===== config.mk =====
export PLATFORM = sky130hd
export DESIGN_NAME = instr_feeder
export DESIGN_NICKNAME = d
export VERILOG_FILES = /design/src/rtl/instr_feeder.sv
export SDC_FILE = /design/constraint.sdc
export NUM_CORES = 1
export LEC_CHECK = 0
export BUFFER_PORTS_ARGS = -buffer_cell sky130_fd_sc_hd__buf_2
export CORE_MARGIN = 8
export CORE_UTILIZATION = 30
export DETAILED_ROUTE_END_ITERATION = 12
export GPL_ROUTABILITY_DRIVEN = 1
export HOLD_SLACK_MARGIN = 0.1
export PLACE_DENSITY = 0.53
export SYNTH_ARGS = -nofsm -noshare
export SYNTH_HDL_FRONTEND = slang
export SYNTH_SLANG_ARGS = --single-unit

===== constraint.sdc =====
create_clock -name clk -period 4.5 [get_ports clk]
set_input_delay 0.45 -clock clk [delete_from_list [all_inputs] [get_ports clk]]
set_output_delay 0.45 -clock clk [all_outputs]
set_load 0.01 [all_outputs]

===== src/rtl/instr_feeder.sv =====
// Instruction feeder: holds a small program in registers and steps it into a
// processor one word at a time, handling two-word mvi instructions and timeouts.
module instr_feeder #(
    parameter int ADDR_W  = 5,
    parameter int TIMEOUT = 15
) (
    input  logic              clk,
    input  logic              reset,
    input  logic              load_en,
    input  logic [ADDR_W-1:0] load_addr,
    input  logic [15:0]       load_data,
    input  logic [ADDR_W:0]   prog_len,
    input  logic              start,
    input  logic              done,
    output logic [15:0]       DIN,
    output logic              run,
    output logic [ADDR_W-1:0] pc,
    output logic              busy,
    output logic              finished,
    output logic              error
);

    localparam int DEPTH = 2 ** ADDR_W;
    localparam int CW    = $clog2(TIMEOUT + 1);

    typedef enum logic [2:0] {IDLE, ISSUE, IMM, WAIT_DONE, NEXT} state_t;

    state_t            state, state_nx;
    logic [15:0]       mem [DEPTH];
    logic [ADDR_W:0]   pc_q, pc_nx;
    logic [CW-1:0]     tcnt, tcnt_nx;
    logic              finished_nx, error_nx;
    logic [ADDR_W-1:0] pc_idx;
    logic [15:0]       cur_word, imm_word;
    logic              is_mvi, last_word;

    assign pc_idx    = pc_q[ADDR_W-1:0];
    assign cur_word  = mem[pc_idx];
    assign imm_word  = mem[pc_idx + ADDR_W'(1)];
    assign is_mvi    = (cur_word[8:6] == 3'b001);
    assign last_word = (pc_q + (ADDR_W+1)'(1) == prog_len) || (pc_idx == '1);

    // NOTE: the program store must clear on reset, so it is built from flops
    // with a reset loop; a RAM macro could not be inferred from this.
    always_ff @(posedge clk or negedge reset) begin
        if (!reset) begin
            for (int i = 0; i < DEPTH; i++) mem[i] <= '0;
        end else if (load_en && !busy) begin
            mem[load_addr] <= load_data;
        end
    end

    always_ff @(posedge clk or negedge reset) begin
        if (!reset) begin
            state    <= IDLE;
            pc_q     <= '0;
            tcnt     <= '0;
            finished <= 1'b0;
            error    <= 1'b0;
        end else begin
            state    <= state_nx;
            pc_q     <= pc_nx;
            tcnt     <= tcnt_nx;
            finished <= finished_nx;
            error    <= error_nx;
        end
    end

    always_comb begin
        state_nx    = state;
        pc_nx       = pc_q;
        tcnt_nx     = tcnt;
        finished_nx = finished;
        error_nx    = error;
        case (state)
            IDLE: begin
                if (start) begin
                    finished_nx = 1'b0;
                    error_nx    = 1'b0;
                    pc_nx       = '0;
                    state_nx    = NEXT;
                end
            end
            NEXT: begin
                if (pc_q >= prog_len) begin
                    finished_nx = 1'b1;
                    state_nx    = IDLE;
                end else begin
                    state_nx = ISSUE;
                end
            end
            ISSUE: begin
                tcnt_nx = '0;
                // An mvi whose immediate would lie past the program is fatal.
                if (is_mvi && last_word) begin
                    error_nx = 1'b1;
                    state_nx = IDLE;
                end else if (is_mvi) begin
                    state_nx = IMM;
                end else begin
                    state_nx = WAIT_DONE;
                end
            end
            IMM, WAIT_DONE: begin
                if (done) begin
                    pc_nx    = pc_q + (ADDR_W+1)'(is_mvi ? 2 : 1);
                    state_nx = NEXT;
                end else if (tcnt == CW'(TIMEOUT - 1)) begin
                    error_nx = 1'b1;
                    state_nx = IDLE;
                end else begin
                    tcnt_nx = tcnt + CW'(1);
                end
            end
            default: state_nx = IDLE;
        endcase
    end

    assign run  = (state == ISSUE);
    assign busy = (state != IDLE);
    assign DIN  = (state == IMM) ? imm_word : cur_word;
    assign pc   = pc_idx;

endmodule


# ---- Yosys cells after proc, flatten, opt, wreduce, memory -nomap -nowiden
# Cells that the tools add are included.
dict set report totals {
  ff_bits 527
  word_cells 113
  input_bits 32
}
dict set report op_classes {
  n_mux 31
  n_reduce_logical 17
  magnitude_cmp 5
  eq_ne 16
  bitwise 3
  addsub 4
}
# op count
set ops {}
lappend ops {{512-bit bitwise mux} 1}
lappend ops {{16-bit binary-select mux with 5-bit select} 2}
lappend ops {{16-bit two-way mux} 6}
lappend ops {{16-bit demux with 5-bit select} 1}
lappend ops {{6-bit >= comparator (second input constant)} 3}
lappend ops {{5-bit NOT with 6-bit output} 3}
lappend ops {{6-bit two-way mux} 2}
lappend ops {{2-bit != test (second input constant)} 6}
lappend ops {{3-bit one-hot mux with 4 select lines} 1}
lappend ops {{6-bit one-hot mux with 2 select lines} 1}
lappend ops {{3-bit two-way mux} 3}
lappend ops {{3-bit AND reduction} 3}
lappend ops {{4-bit two-way mux} 2}
lappend ops {{4-bit one-hot mux with 2 select lines} 1}
lappend ops {{1-bit two-way mux} 7}
lappend ops {{6-bit by 1-bit adder with 6-bit output (second input constant)} 1}
lappend ops {{6-bit by 2-bit adder with 6-bit output} 1}
lappend ops {{3-bit by 1-bit == test with 1-bit output (second input constant)} 2}
lappend ops {{3-bit by 2-bit == test with 1-bit output (second input constant)} 2}
lappend ops {{6-bit == test} 1}
lappend ops {{6-bit >= comparator} 1}
lappend ops {{6-bit by 1-bit less-than comparator with 1-bit output (second input constant)} 1}
lappend ops {{2-bit nonzero test} 3}
lappend ops {{3-bit nonzero test} 2}
lappend ops {{other kinds (17)} 20}

# ---- Depth between registers and ports, before layout
# Gate-level depths: netlist of the first run.
dict set report depth {
  word_depth 9
  ltp_mapped 15
  mapped_depth_nobuf 12
}

# ---- Least setup slack after synthesis of the first run
# OpenSTA, ideal clock, no wires.
dict set report synth_path {
  path_type {flip-flop to output port}
  from {register pc_q[3]}
  to {output DIN[10]}
  path_stages_with_launch 10
  arrival_ns 2.711
  path_buffers 5
  setup_slack_ns 1.339
  cell_sequence {dfrtp_1 -> buf_2 -> buf_1 -> buf_1 -> and3_1 -> ha_1 -> clkbuf_1 -> buf_1 -> mux2i_1 -> a21oi_1}
}
dict set report synth_between {
  elab_chain_cells 6
  word_cells_on_any_way 10
}
# item line
set synth_lines {}
lappend synth_lines {{start, declared} 30} ;# logic [ADDR_W:0] pc_q, pc_nx;
lappend synth_lines {{start signal, assigned} 62} ;# pc_q <= pc_nx;
lappend synth_lines {{5-bit by 1-bit adder with 5-bit output} 39} ;# assign imm_word = mem[pc_idx + ADDR_W'(1)];
lappend synth_lines {{5-bit NOT with 6-bit output (not written as such)} 39}
lappend synth_lines {{16-bit binary-select mux with 5-bit select} 39}
lappend synth_lines {{16-bit two-way mux (not written as such) (2 in series)} 39}
lappend synth_lines {{16-bit two-way mux *} 121} ;# assign DIN = (state == IMM) ? imm_word : cur_word;
lappend synth_lines {{end, declared} 15} ;# output logic [15:0] DIN,
# Mark *: on every way between the ends. The rest lies on a longest branch, timed or not. The select of a mux whose other input is x is not followed.

# ---- Worst setup path after layout of the first run
dict set report layout_path {
  from {register pc_q[0]}
  to {output DIN[13]}
}
# The elaborated chain is that of the path after synthesis.

==> results of run 1 <==
## power by group
part	total (mW)	switching, mW	internal, mW
logic	6.49	2.74	3.75
clock network	5.01	2.02	2.99
registers	7.28	1.13	6.15
total	18.8	5.89	12.9
## logic make-up (layout without fill, tap and decap cells)
group	after synthesis	after routing	synth area share
buffers and inverters	190	259	0.0331
multiplexers	851	851	0.456
flip-flops	527	527	0.462
AO/OA/AOI/OAI	70	70	0.0163
AND/OR/NAND/NOR	123	123	0.0225
adder cells (fa/ha/maj)	13	13	0.00596
XOR/XNOR	13	13	0.00399
other	0	5	0
## path summary, 6_finish.rpt
path,endpoint,slack (ns),cells past startpoint,startpoint
max,DIN[13],0.25,7,pc_q[0]
min,state[2],0.19,3,done
max reg2reg,pc_q[4],0.97,11,pc_q[0]
min reg2reg,mem[420],0.52,1,mem[420]
max in group asynchronous,mem[43],2.83,3,reset
min in group asynchronous,mem[243],0.46,2,reset
## cells in the mapped netlist (all sizes together) (9+ instances only)
master	n	area, um2
dfrtp	527	13200
mux2	515	5800
mux4	308	6940
buf	90	571
clkbuf	89	334
nand2	38	143
mux2i	28	280
nor2	27	111
a21oi	19	95.1
nor2b	19	119
a211oi	14	110
ha	12	150
inv	11	41.3
o21ai	11	55.1
nand3	9	50.1
## registers in the layout, summed over array words and instances (netlist names)
signal / flops
finished: 1
error: 1
tcnt: 4
mem: 512
pc_q: 6
state: 3
## cell type report
class                      instances  area (um2)  share of cell area
multi-input combinational       1070       14500               0.447
antenna                            5        12.5            0.000385
clock inverter                    23         251             0.00774
sequential                       527       13200               0.407
timing repair buffer             139        1100              0.0340
clock buffer                      86        1770              0.0544
tap                             1265        1580              0.0487
inverter                          11        41.3             0.00127
## critical path: stages (launching register included)
cell	delay [ns]
dfrtp_4	0.66
ha_4	0.68
buf_4	0.42
mux4_2	0.36
mux4_2	0.52
mux2i_1	0.15
a21oi_1	0.15
buf_2	0.22
## layer usage
layer	global-route usage	vias to the layer above	routed length, um
met2	0.261	475	41100
met5	0	-	13
met3	0.0250	136	4460
met1	0.211	9417	36200
met4	0.0531	2	2850
li1	-	7012	-
## timing repair
item,in CTS,in global routing
hold endpoints to repair,94,0
hold buffers,1,0
endpoints found under the setup margin,0,0
==> flow_metrics.py, run 1 <==
metrics = {
    "power_and_ir_drop": {
        "total_leakage_power_nw": 14.0,
        "ir_worst_vdd_uv": 292,
        "powerDensity_nw_per_um2": 578,
        "power_mw": 18.8,
    },
    "cells_and_area": {
        "nFillCells": 9068,
        "fin_area_um2": 32500,
        "final_cells": 3126,
        "finalNetCount": 1852,
        "final_util": 0.343,
        "final_common_cell": "dfrtp_1",
        "layout_common_cells": "522 x dfrtp_1, 515 x mux2_2, 306 x mux4_2, 67 x buf_4, 59 x clkbuf_16",
        "drive_gt1_frac": 0.587,
        "area_growth_pct": 13.7,
    },
    "synth": {
        "syn_inst": 1787,
        "synthFlopType": "dfrtp_1",
        "synth-edff-count": 0,
        "async_reset_ff_frac": 1.00,
        "yosysSeqAreaShare": 0.462,
        "ys_seq_elements": 527,
        "syn_area_per_cell_um2": 16.0,
        "syn_area_um2": 28500,
        "yosysWarnings": 0,
        "syn-num-nets": 1832,
        "synth_cell_types": 50,
    },
    "sta": {
        "min_period_over_period": 0.945,
        "post-route-min-period_ns": 4.25,
        "slew_viol_final": 0,
        "hold_viol_final": 0,
        "worst_pin_slew_ns": 0.887,
        "skew_ns": 0.0179,
        "holdWs_ns": 0.185,
        "tns_ns": 0,
        "setup_viol": 0,
        "fmax_mhz": 235,
        "rsz0062_at_grt": "no",
        "setup_slack_ns": 0.247,
        "max_slew_margin": 0.408,
    },
    "clocking": {
        "cts_root_buffer": "clkbuf_16",
        "cts_sinks": 527,
        "cts.repair.resized": 0,
        "cts_htree_levels": 2,
        "clock_latency_ns": 0.62,
        "cts_tree": "yes",
        "clk_pin_slew_ns": 0.06,
        "cts-buffers-inserted": 58,
        "post-cts-setup-buffers": 0,
        "clk_path_buf_depth": 3,
    },
    "floorplanning": {
        "die_y_um": 324,
        "rows": 113,
        "io_pins": 57,
        "start_util": 0.301,
        "die-area_um2": 105000,
        "die-width_um": 324,
        "core-area_um2": 94700,
    },
    "detailed_routing": {
        "routed_wl_mm": 84.6,
        "viasPerCell": 5.45,
        "ant_nets": 0,
        "wl_per_cell_um": 27.1,
        "drcViolationCount": 0,
        "drtPass1Iterations": 5,
        "drt_iter0_markers": 1273,
        "vias": 17000,
    },
    "run": {
        "max_cap_viol_count": 0,
    },
    "critical_path": {
        "start_kind": "flop",
        "endpoint_kind": "primary output",
        "crit_required_ns": 4.05,
        "cp_max_fo": 27,
        "worstPathArrival_ns": 3.80,
        "crit_type": "flop to primary output",
    },
    "placed_design": {
        "dp_slack_ns": 0.833,
        "gp_congestion": 0.805,
        "place_hpwl_mm": 54.6,
        "placed_area_um2": 30400,
        "port_buffers": 56,
        "dp_cells": 3011,
    },
    "global_routing": {
        "grt_pass1_wl_mm": 127,
        "grt_max_degree": 102,
        "antenna_found_initial": 8,
        "track_usage": 0.158,
        "grt_pass1_vias": 18400,
        "grt_overflow": 0,
    },
    "run_status": {
        "status": "finished clean",
    },
    "min_path": {
        "hold_path_class": "input port to flop",
    },
}
(Power assumes the default switching activity.)
==> run 2: changes to the inputs <==
--- a/config.mk
+++ b/config.mk
@@ -11,7 +11,7 @@
 export DETAILED_ROUTE_END_ITERATION = 12
 export GPL_ROUTABILITY_DRIVEN = 1
 export HOLD_SLACK_MARGIN = 0.1
-export PLACE_DENSITY = 0.53
+export PLACE_DENSITY = 0.55
 export SYNTH_ARGS = -nofsm -noshare
 export SYNTH_HDL_FRONTEND = slang
 export SYNTH_SLANG_ARGS = --single-unit
==> constraint.sdc (replaced) <==
create_clock -name clk -period 3.4 [get_ports clk]
set_input_delay 0.34 -clock clk [delete_from_list [all_inputs] [get_ports clk]]
set_output_delay 0.34 -clock clk [all_outputs]
set_load 0.01 [all_outputs]
==> run 2 against run 1 <==
Compared with the run above: largest power group is now combinational logic; count of clock-buffer cells in the layout is 1 lower; register-to-register slack worse by 0.73 ns; clock power is 37% higher; the flow now finishes with violations (negative setup slack); via count is 3.8% higher; total power is 46% higher; routed wire length is 5.7% higher; largest cell class unchanged; cell area is 5.5% higher; clock skew is 0.0046 ns higher; first-iteration DRC count is 5.2% higher.
==> flow_metrics.py, run 2 (synthesized netlist as in run 1, its figures left out) <==
metrics = {
    "run_status": {
        "status": "finished with violations",
        "violations": "negative setup slack",
    },
    "detailed_routing": {
        "routed_wl_mm": 89.4,
        "wl_per_cell_um": 27.7,
        "drcViolationCount": 0,
        "ant_nets": 0,
        "viasPerCell": 5.48,
        "drt_iter0_markers": 1339,
        "drtPass1Iterations": 5,
        "vias": 17700,
    },
    "cells_and_area": {
        "top_register": "mem",
        "area_growth_pct": 20.0,
        "finalNetCount": 1956,
        "largest_register_ffs": 512,
        "top_regs": "mem x512, pc_q x6, tcnt x4",
        "layout_common_cells": "522 x dfrtp_1, 514 x mux2_2, 306 x mux4_2, 117 x buf_4, 65 x clkbuf_16",
        "final_common_cell": "dfrtp_1",
        "nFillCells": 8940,
        "drive_gt1_frac": 0.619,
    },
    "critical_path": {
        "slowest_stage": "dfrtp_4",
        "worstPathArrival_ns": 3.32,
        "crit_path_max_incr_delay_ns": 0.55,
        "endpoint_kind": "primary output",
        "start_kind": "flop",
        "crit_required_ns": 3.06,
        "crit_path_cell_trace": "ha_4 -> buf_16 -> buf_12 -> buf_12 -> mux4_2 -> mux4_2 -> mux2i_1 -> a21oi_2 -> buf_2",
        "path_buf_inv": 4,
        "cp_max_fo": 5,
        "crit_type": "flop to primary output",
        "cp_top_family": "multiplexers",
    },
    "floorplanning": {
        "die-width_um": 324,
        "io_pins": 57,
        "core-area_um2": 94700,
        "start_util": 0.301,
        "die-area_um2": 105000,
        "rows": 113,
        "die_y_um": 324,
    },
    "placed_design": {
        "port_buffers": 56,
        "place_hpwl_mm": 56.4,
        "gp_congestion": 0.830,
    },
    "sta": {
        "tns_ns": -3.15,
        "min_period_over_period": 1.08,
        "slew_viol_final": 0,
        "max_slew_margin": 0.551,
        "setup_viol": 16,
        "fmax_mhz": 273,
        "rsz0062_at_grt": "yes",
        "setup_slack_ns": -0.257,
        "post-route-min-period_ns": 3.66,
        "skew_ns": 0.0225,
        "holdWs_ns": 0.231,
        "hold_viol_final": 0,
        "worst_pin_slew_ns": 0.674,
    },
    "clocking": {
        "cts_htree_levels": 2,
        "cts_tree": "yes",
        "clk_pin_slew_ns": 0.06,
        "clock_latency_ns": 0.64,
        "cts_sinks": 527,
        "cts-buffers-inserted": 59,
        "clk_path_buf_depth": 3,
        "cts_root_buffer": "clkbuf_16",
    },
    "global_routing": {
        "antenna_found_initial": 5,
        "grt_pass1_wl_mm": 133,
        "grt_max_degree": 118,
        "grt_overflow": 0,
        "grt_pass1_vias": 18900,
        "track_usage": 0.166,
    },
    "power_and_ir_drop": {
        "total_leakage_power_nw": 14.8,
        "powerDensity_nw_per_um2": 799,
        "power_mw": 27.4,
        "ir_worst_vdd_uv": 457,
    },
    "min_path": {
        "hold_path_class": "input port to asynchronous set/reset pin",
    },
    "run": {
        "max_cap_viol_count": 0,
    },
}
[run 2: cell types whose count changed in the layout (fill, tap and decap cells not counted), sizes merged]
cell,delta
inv,+3
bufbuf,+2
bufinv,+1
diode,-2
clkinvlp,-1
clkinv,+1
dlygate4sd3,+2
clkbuf,+5
buf,+93
[run 2: area by class of cell]
cell class / instances / area (um2) / area share
inverters: 11 / 41.3 / 0.00121
clock buffers: 85 / 1740 / 0.0509
well taps: 1265 / 1580 / 0.0462
flip-flops and latches: 527 / 13200 / 0.386
diodes: 3 / 7.51 / 0.000219
clock inverters: 27 / 350 / 0.0102
multi-input cells: 1070 / 14600 / 0.427
repair buffers: 242 / 2700 / 0.0787
[run 2: path summary, 6_finish.rpt]
kind | to | cells past startpoint | from | slack (ns)
hold reg to reg | finished | 2 | finished | 0.51
hold / removal | error | 2 | reset | 0.23
setup reg to reg | pc_q[4] | 13 | pc_q[0] | 0.24
setup / recovery | DIN[13] | 9 | pc_q[1] | -0.26
max in group asynchronous | mem[241] | 4 | reset | 1.99
min in group clk | state[0] | 6 | prog_len[5] | 0.30
[run 2: layer usage]
metal,part of all wire,global-route usage,routed length [um],vias to the layer above
li1,-,-,-,7247
met1,0.42,0.216,37400,9739
met2,0.50,0.283,44400,518
met3,0.048,0.0251,4320,188
met4,0.037,0.0571,3290,4
met5,0.00026,0,23,-
[run 2: power breakdown]
part	internal (mW)	total, mW	switching, mW
Combinational	6.48	10.9	4.42
Clock	4.04	6.84	2.80
Sequential	8.14	9.61	1.47
Total	18.7	27.4	8.69
[run 2: stage by stage]
step                      cell area, um2  setup WS (ns)  instances   util
after floorplan                    28500          0.349       1787      -
after global placement             31000          0.237       3056  0.327
after detailed placement           31000          0.243       3056  0.327
after CTS                          33900         -0.297       3208  0.358
after global routing               34200         -0.337       3227  0.361
final                              34200         -0.257       3230  0.361
[run 2: timing repair]
item                                    4_1_cts  5_1_grt
gates cloned                                 13        6
pin swaps                                     6        8
setup buffers                                24       13
hold buffers                                  3        0
endpoints found under the setup margin       16       18
gates resized for setup                      44       17
endpoints found under the hold margin        93        0
